**src/rtl/mips_muldiv_unit.sv**
```systemverilog
// mips_muldiv_unit
//   Iterative multiply/divide unit with architectural HI/LO registers.
//   Runs MULT/MULTU (shift-add) and DIV/DIVU (restoring shift-subtract)
//   over WIDTH cycles under a start/busy/done handshake, and services
//   MTHI/MTLO writes while idle. HI/LO are exposed continuously for MFHI/MFLO.
//
// Configuration macro:
//   MULDIV_DIV_EN  defined   -> divider datapath compiled in.
//                  undefined -> DIV/DIVU complete in one cycle with err=1,
//                               HI/LO untouched.
//
// Ports:
//   clk, rst        rising-edge clock, asynchronous active-high reset
//   start           request an operation (sampled only in IDLE)
//   op              00 MULT, 01 MULTU, 10 DIV, 11 DIVU
//   a, b            operands, captured at accept
//   hi_we, lo_we    MTHI/MTLO strobes (honoured only in IDLE)
//   wdata           MTHI/MTLO data
//   busy            operation in progress
//   done            one-cycle completion pulse
//   err             divide-by-zero / unsupported op, valid from done to next accept
//   hi, lo          HI/LO architectural registers
module mips_muldiv_unit #(
  parameter int WIDTH = 32
) (
  input  logic             clk,
  input  logic             rst,
  input  logic             start,
  input  logic [1:0]       op,
  input  logic [WIDTH-1:0] a,
  input  logic [WIDTH-1:0] b,
  input  logic             hi_we,
  input  logic             lo_we,
  input  logic [WIDTH-1:0] wdata,
  output logic             busy,
  output logic             done,
  output logic             err,
  output logic [WIDTH-1:0] hi,
  output logic [WIDTH-1:0] lo
);

  localparam int CW = $clog2(WIDTH + 1);

  typedef enum logic [1:0] {S_IDLE, S_RUN, S_FIX} state_t;

  state_t             state_q, state_d;
  logic [CW-1:0]      cnt_q;
  // Multiply: {partial product, remaining multiplier bits}.
  // Divide:   {partial remainder, dividend bits / quotient bits}.
  logic [2*WIDTH-1:0] acc_q, acc_step;
  logic [WIDTH-1:0]   b_q;
  logic               is_div_q;
  logic               neg_res_q;
  logic [WIDTH-1:0]   hi_q, lo_q;
  logic               done_q, err_q;

  // Operand conditioning: magnitudes for signed ops, raw values otherwise.
  logic             is_signed, a_neg, b_neg;
  logic [WIDTH-1:0] a_mag, b_mag, a_load;
  logic             neg_res_d;

  assign is_signed = ~op[0];
  assign a_neg     = is_signed & a[WIDTH-1];
  assign b_neg     = is_signed & b[WIDTH-1];
  assign a_mag     = a_neg ? -a : a;
  assign b_mag     = b_neg ? -b : b;

  // Multiply step: conditionally add the multiplicand into the upper half,
  // then shift the whole accumulator right; the carry lands in the top bit.
  logic [WIDTH:0] mul_sum;
  assign mul_sum = {1'b0, acc_q[2*WIDTH-1:WIDTH]} + (acc_q[0] ? {1'b0, b_q} : '0);

`ifdef MULDIV_DIV_EN
  logic           neg_rem_q, div_zero_q;
  logic           b_zero, div_zero_d;
  logic [WIDTH:0] rem_sh, rem_diff;
  logic           q_bit;

  assign b_zero     = (b == '0);
  assign div_zero_d = op[1] & b_zero;
  // A zero divisor runs the raw dividend through the divider unsigned: the
  // subtract never fails, so the quotient fills with ones and the remainder
  // ends equal to a, which is exactly the required result.
  assign a_load     = div_zero_d ? a : a_mag;
  assign neg_res_d  = ~div_zero_d & (a_neg ^ b_neg);

  // Restoring divide step: shift the next dividend bit into the remainder
  // and keep the difference only if it did not go negative.
  assign rem_sh   = {acc_q[2*WIDTH-1:WIDTH], acc_q[WIDTH-1]};
  assign rem_diff = rem_sh - {1'b0, b_q};
  assign q_bit    = ~rem_diff[WIDTH];

  always_comb begin
    if (!is_div_q)
      acc_step = {mul_sum, acc_q[WIDTH-1:1]};
    else if (q_bit)
      acc_step = {rem_diff[WIDTH-1:0], acc_q[WIDTH-2:0], 1'b1};
    else
      acc_step = {rem_sh[WIDTH-1:0], acc_q[WIDTH-2:0], 1'b0};
  end
`else
  assign a_load    = a_mag;
  assign neg_res_d = a_neg ^ b_neg;
  assign acc_step  = {mul_sum, acc_q[WIDTH-1:1]};
`endif

  // NOTE: state registers use non-blocking assignments so every flop samples
  // pre-edge values regardless of process ordering.
  always_ff @(posedge clk or posedge rst) begin
    if (rst) state_q <= S_IDLE;
    else     state_q <= state_d;
  end

  // NOTE: every output of this block gets a default first so no path through
  // the case can leave a signal unassigned and infer a latch.
  always_comb begin
    state_d = state_q;
    busy    = 1'b0;
    case (state_q)
      S_IDLE: begin
        if (start) begin
`ifdef MULDIV_DIV_EN
          state_d = S_RUN;
`else
          state_d = op[1] ? S_FIX : S_RUN;
`endif
        end
      end
      S_RUN: begin
        busy = 1'b1;
        if (cnt_q == CW'(WIDTH - 1)) state_d = S_FIX;
      end
      S_FIX: begin
        busy    = 1'b1;
        state_d = S_IDLE;
      end
      default: state_d = S_IDLE;
    endcase
  end

  always_ff @(posedge clk or posedge rst) begin
    if (rst) begin
      cnt_q      <= '0;
      acc_q      <= '0;
      b_q        <= '0;
      is_div_q   <= 1'b0;
      neg_res_q  <= 1'b0;
      hi_q       <= '0;
      lo_q       <= '0;
      done_q     <= 1'b0;
      err_q      <= 1'b0;
`ifdef MULDIV_DIV_EN
      neg_rem_q  <= 1'b0;
      div_zero_q <= 1'b0;
`endif
    end else begin
      done_q <= 1'b0;
      case (state_q)
        S_IDLE: begin
          // A same-cycle start still honours the write; FIX overwrites it later.
          if (hi_we) hi_q <= wdata;
          if (lo_we) lo_q <= wdata;
          if (start) begin
            cnt_q      <= '0;
            acc_q      <= {{WIDTH{1'b0}}, a_load};
            b_q        <= b_mag;
            is_div_q   <= op[1];
            neg_res_q  <= neg_res_d;
            err_q      <= 1'b0;
`ifdef MULDIV_DIV_EN
            neg_rem_q  <= a_neg & ~div_zero_d;
            div_zero_q <= div_zero_d;
`endif
          end
        end
        S_RUN: begin
          acc_q <= acc_step;
          cnt_q <= cnt_q + 1'b1;
        end
        S_FIX: begin
          done_q <= 1'b1;
          if (!is_div_q) begin
            {hi_q, lo_q} <= neg_res_q ? -acc_q : acc_q;
            err_q        <= 1'b0;
          end else begin
`ifdef MULDIV_DIV_EN
            lo_q  <= neg_res_q ? -acc_q[WIDTH-1:0] : acc_q[WIDTH-1:0];
            hi_q  <= neg_rem_q ? -acc_q[2*WIDTH-1:WIDTH] : acc_q[2*WIDTH-1:WIDTH];
            err_q <= div_zero_q;
`else
            err_q <= 1'b1;
`endif
          end
        end
        default: ;
      endcase
    end
  end

  assign done = done_q;
  assign err  = err_q;
  assign hi   = hi_q;
  assign lo   = lo_q;

endmodule

```
**config.mk**
```make
export PLATFORM = sky130hd
export DESIGN_NAME = mips_muldiv_unit
export DESIGN_NICKNAME = d
export VERILOG_FILES = /design/src/rtl/mips_muldiv_unit.sv
export SDC_FILE = /design/constraint.sdc
export NUM_CORES = 1
export LEC_CHECK = 0
export ABC_AREA = 1
export ABC_CLOCK_PERIOD_IN_PS = 5600
export BUFFER_PORTS_ARGS = -buffer_cell sky130_fd_sc_hd__buf_2
export CAP_MARGIN = 0
export CORE_ASPECT_RATIO = 0.75
export CORE_MARGIN = 1.5
export CORE_UTILIZATION = 40
export DETAILED_ROUTE_END_ITERATION = 16
export PLACE_DENSITY = 0.62
export SLEW_MARGIN = 10
export SYNTH_ARGS = -nofsm -noshare
export SYNTH_HDL_FRONTEND = slang
export SYNTH_SLANG_ARGS = --single-unit
export TNS_END_PERCENT = 100
```
**constraint.sdc**
```tcl
create_clock -name clk -period 5.6 [get_ports clk]
set_clock_uncertainty 0.2 [all_clocks]
set_input_delay 0.56 -clock clk [delete_from_list [all_inputs] [get_ports clk]]
set_output_delay 0.56 -clock clk [all_outputs]
set_load 0.01 [all_outputs]
```
* Yosys cells after proc, flatten, opt, wreduce, memory -nomap -nowiden
Index checks and enable logic that the tools add are counted.
Storage, ports and cells: flip-flop bits (word level) 172, output and inout port bits 67, input port bits 103
Cells by class: reduce and logical (&&, ||, !) cells 10, equal/unequal tests 8, mux-type cells 23, add/subtract/negate cells 5, bitwise operators 4
Operators with widths (count):
- two-way mux 32 bit | 7
- two-way mux 64 bit | 2
- one-hot mux 32 bit (2 select lines) | 2
- one-hot mux 64 bit (2 select lines) | 1
- negation 32 bit | 2
- negation 64 bit | 1
- adder 32 x 32 -> 33 bit | 1
- one-hot mux 6 bit (2 select lines) | 1
- != test 2 bit (second input constant) | 5
- AND reduction 2 bit | 4
- adder 6 x 1 -> 6 bit (second input constant) | 1
- == test 6 x 5 -> 1 bit (second input constant) | 1
- two-way mux 2 bit | 3
- two-way mux 6 bit | 1
- AND reduction 3 bit | 2
- two-way mux 1 bit | 4
- one-hot mux 2 bit (2 select lines) | 1
- nonzero test 2 bit | 2
- AND 1 bit | 2
- == test 2 x 1 -> 1 bit (second input constant) | 1
- == test 2 bit (second input constant) | 1
- logical NOT 2 bit | 1
- one-hot mux 1 bit (2 select lines) | 1
- OR reduction 2 bit | 1
- 2 further kinds | 2

* Logic depth before layout (Yosys ltp)
depth after elaboration 5, depth in mapped cells 19, gate-level depth less buffers 17

* Worst setup path after synthesis
Ideal clock, no wire load.
path kind reg-to-reg, from reg acc_q[0], to reg acc_q[55], setup time 126 ps, required time 5274 ps, path slack 3017 ps, arrival time 2257 ps, stages on the path, launching flop included 18, path through dfrtp_1 buf_6 clkbuf_1 nand2_1 inv_1 ha_1 inv_1 fa_1 inv_1 nand2_1 o21ai_1 inv_1 o21ai_2 nand2_1 nand3_1 nand2_1 nand2_1 o21ai_0
Between the ends: cells in the longest elaborated chain, start to end 3
RTL lines:
- from (decl) | line 50 | logic [2*WIDTH-1:0] acc_q, acc_step;
- from (signal assigned) | line 165 | acc_q <= {{WIDTH{1'b0}}, a_load};
- from (signal assigned) | line 177 | acc_q <= acc_step;
- two-way mux 32 bit | line 71 | assign mul_sum = {1'b0, acc_q[2*WIDTH-1:WIDTH]} + (acc_q[0] ? {1'b0, b_q} : '0);
- adder 32 x 32 -> 33 bit | line 71
- one-hot mux 64 bit (2 select lines) | line 158 | case (state_q)
Every way passes these cells. A chain may end at the register's enable or synchronous reset.

* Final worst setup path
from reg state_q[0], to reg hi_q[28], in the netlist hi[28]
Between the ends: cells in the longest elaborated chain, start to end 3
RTL lines:
- from (decl) | line 46 | state_t state_q, state_d;
- from (signal assigned) | line 111 | else state_q <= state_d;
- == test 2 bit or logical NOT 2 bit (tied branches) | line 158
- != test 2 bit (no line) or nonzero test 2 bit (tied branches)
- AND reduction 3 bit (no line)
- to (signal assigned) | line 161 | if (hi_we) hi_q <= wdata;
- to (signal assigned) | line 183 | {hi_q, lo_q} <= neg_res_q ? -acc_q : acc_q;
- to (decl) | line 54 | logic [WIDTH-1:0] hi_q, lo_q;
Several ways; a longest one is shown, not always the timed one.

==> results.txt <==
Post-Synthesis Cells - 2,184
I/O Pins - 170
Post-synth EDFFs - 0
worst slew pin tran - 1190 ps
hold-fix buffers at CTS - 0
Final Critical Period - 3800 ps
Total GRT Usage - 0.290
reg2reg end - hi[28]
vias post-DR - 15,051
Fmax achieved - 0.263 GHz
crit-path max cell delay - 1080 ps
CTS resizes - 0
CP required - 5730 ps
final period utilization - 0.678
critical path peak fanout - 35
syn nets - 2,327
Slew Viols, Final - 0
Max stage delay cell, worst path - clkinv_1
simple-gate share of the synthesized area - 0.383
site row count - 58
status - completed
Initial Util - 0.406
first-pass GRT wire length - 78,100 um
total grt overflow - 0
nets - 2,452
total CTS buffers - 17
vias in the first global route - 13,544
leading register cell type out of synthesis - dfrtp_1
setup tns final - 0 ps
total iterations of the first detailed-routing run - 6
Total Wirelength - 50,900 um
fill cell count - 3,573
crit path buf inv count - 2
Max VDD drop - 280 uV
layout cells sized above 1 - 0.123
register area share after synthesis - 0.317
Crit Reg-Reg Startpoint - state_q[0]
Worst-path clk slew - 70 ps
Area contributors post-synth - dfrtp_1 32%, nand2_1 16%, nor2_1 8.6%, nand3_1 8.5%, inv_1 7.0%
Die Wd - 216 um
total power - 9.34 mW
Post-DP HPWL - 40,300 um
Slew Limit Headroom - 0.202
mux cell area share after synthesis - 0
Clock Path Buffers - 2
post-synthesis cell area - 13,600 sq um
RSZ-0062 raised after global routing - no
Post-Synth XOR/XNOR Area - 0.0116
Most common cell on crit path - nand2_1
RD Place Congestion - 0.969
Async SR Flop Fraction - 1.00
Die H - 163 um
DRT antenna net count - 0
dpl ws - 1940 ps
adder and majority gate portion of the synthesized area - 0.0374
MaxCap Viol Count - 0
Reg2Reg Depth - 7
complex-gate fraction of the synthesized area - 0.151
clock sinks - 172
CP endpoint kind - register
Synth area leader - dfrtp_1
PD cells - 610 nW/um^2
count of final setup violators - 0
WL/cell - 18.4 um
crit-path cells - inv_1 > ha_2 > nand2_1 > nand2_1 > clkinv_1 > nor2_1 > a21oi_1
HP Class - in2async
H-tree levels - 4
# port buffers - 169
Setup crit start kind - register
Synth top area share - 0.317
DRC violation count after routing - 0
Synth Area per Inst - 6.22 sq um
area delta synth->final - 12.7%
core area - 33,500 sq um
diodes inserted - 0
initial drt markers - 1,932
Arrival @ worst endpoint - 3920 ps
Post-CTS Setup Bufs - 0
Final Hold Fails - 0
R2R setup slack - 1800 ps
total die area - 35,100 sq um
largest net degree at the start of global routing - 78
main combinational cell family by area after synthesis - simple AND/OR/NAND/NOR gates
clk_lat worst skew - 460 ps
initial antenna violation count - 0
Synth warnings - 0
delay-heaviest family, CP - simple AND/OR/NAND/NOR gates
vias per cell - 5.43
root buffer cell - clkbuf_16
CP Class - reg2reg
Seq cells post-synth - 172
worst setup margin - 1800 ps
CTS tree - built
post-synthesis cell type count - 51
Pleak - 7.87 nW
-- stage by stage --
stage | cells | utilization | hold slack, ps | cell area (sq um)
floorplan | 2184 | - | 249 | 13600
global placement | 2740 | 0.441 | 265 | 14700
detailed placement | 2740 | 0.441 | 271 | 14700
CTS | 2772 | 0.457 | 60.4 | 15300
global route | 2772 | 0.457 | 107 | 15300
finish | 2772 | 0.457 | 30.0 | 15300
-- sequential cells by signal, indices dropped and copies added (netlist names) --
name       cells
hi            32
err            1
done           1
is_div_q       1
acc_q         64
state_q        2
neg_res_q      1
lo            32
cnt_q          6
b_q           32
-- routing by layer --
layer  up-vias  track usage  part of all wire
met2       690        0.389              0.38
met5         -            0                 0
met1      6987        0.458              0.50
li1       7330            -                 -
met3        44       0.0756              0.11
met4         0       0.0477             0.011
-- cell usage in the layout (no fill, tap or decap), types with 5 or more instances in the layout --
cell type / count
nand2_1: 583
nor2_1: 309
inv_1: 253
nand3_1: 230
a21oi_1: 183
dfrtp_1: 171
buf_2: 169
o21ai_0: 129
ha_1: 38
o21ai_1: 30
nand4_1: 21
nand2_2: 17
clkbuf_16: 17
nor2_2: 16
xor2_1: 16
inv_2: 13
nor3_1: 13
a31oi_1: 10
buf_4: 10
nand3b_1: 8
o211ai_1: 7
inv_6: 7
o22ai_1: 6
nor2_4: 5
o21ai_2: 5
inv_8: 5
-- how the worst max path moves through the flow --
stage / startpoint / end / slack, ps / cells past startpoint
2_1_floorplan: rst / acc_q[0] / 180 / 1
3_3_place_gp: state_q[0] / hi[9] / 2040 / 7
3_5_place_dp: state_q[0] / hi[14] / 1940 / 7
4_1_cts: state_q[0] / hi[28] / 1920 / 7
5_1_grt: state_q[0] / hi[28] / 1480 / 7
6_report: state_q[0] / hi[28] / 1800 / 7
-- cell families (layout without fill, tap and decap cells) --
family / after synthesis / in the layout
flops: 172 / 172
compound gates: 387 / 387
xor+xnor: 18 / 18
simple gates: 1223 / 1223
fa+ha+maj: 40 / 40
buf+inv: 344 / 482
-- worst reg2reg max path: stages, from the launching register on --
cell and delay (ps):
dfrtp_1 400, inv_1 100, ha_2 470, nand2_1 160
nand2_1 780, clkinv_1 1090, nor2_1 390, a21oi_1 80
-- report_power, final --
group,leakage [nW],total (mW),switching (mW),internal [mW]
combinational,5.50,5.62,3.90,1.72
sequential,2.09,2.52,0.673,1.84
clock,0.283,1.20,0.606,0.592
-- synthesized netlist by cell type, drive strengths merged, types with 2 or more instances --
master and count:
nand4 21, a22oi 4, clkbuf 37, a22o 2, xnor2 2, o211ai 7
dfrtp 172, nor4 3, a21oi 186, nand2 603, ha 39, inv 267
nor3 13, xor2 16, buf 36, a21boi 2, nand3b 8, and2 2
o22ai 6, or2 7, nor2 331, o21ai 164, clkinv 4, a31oi 10
nand3 234
-- final cells by class --
type / instances / area [sq um] / area share
Clock inverter: 15 / 136 / 0.00891
Sequential cell: 172 / 4310 / 0.281
Inverter: 271 / 1020 / 0.0669
Multi-Input combinational cell: 1668 / 7930 / 0.518
Clock buffer: 17 / 425 / 0.0278
Tap cell: 450 / 563 / 0.0368
Timing Repair Buffer: 179 / 921 / 0.0602
Note: power is estimated with default switching activity, not from simulation.
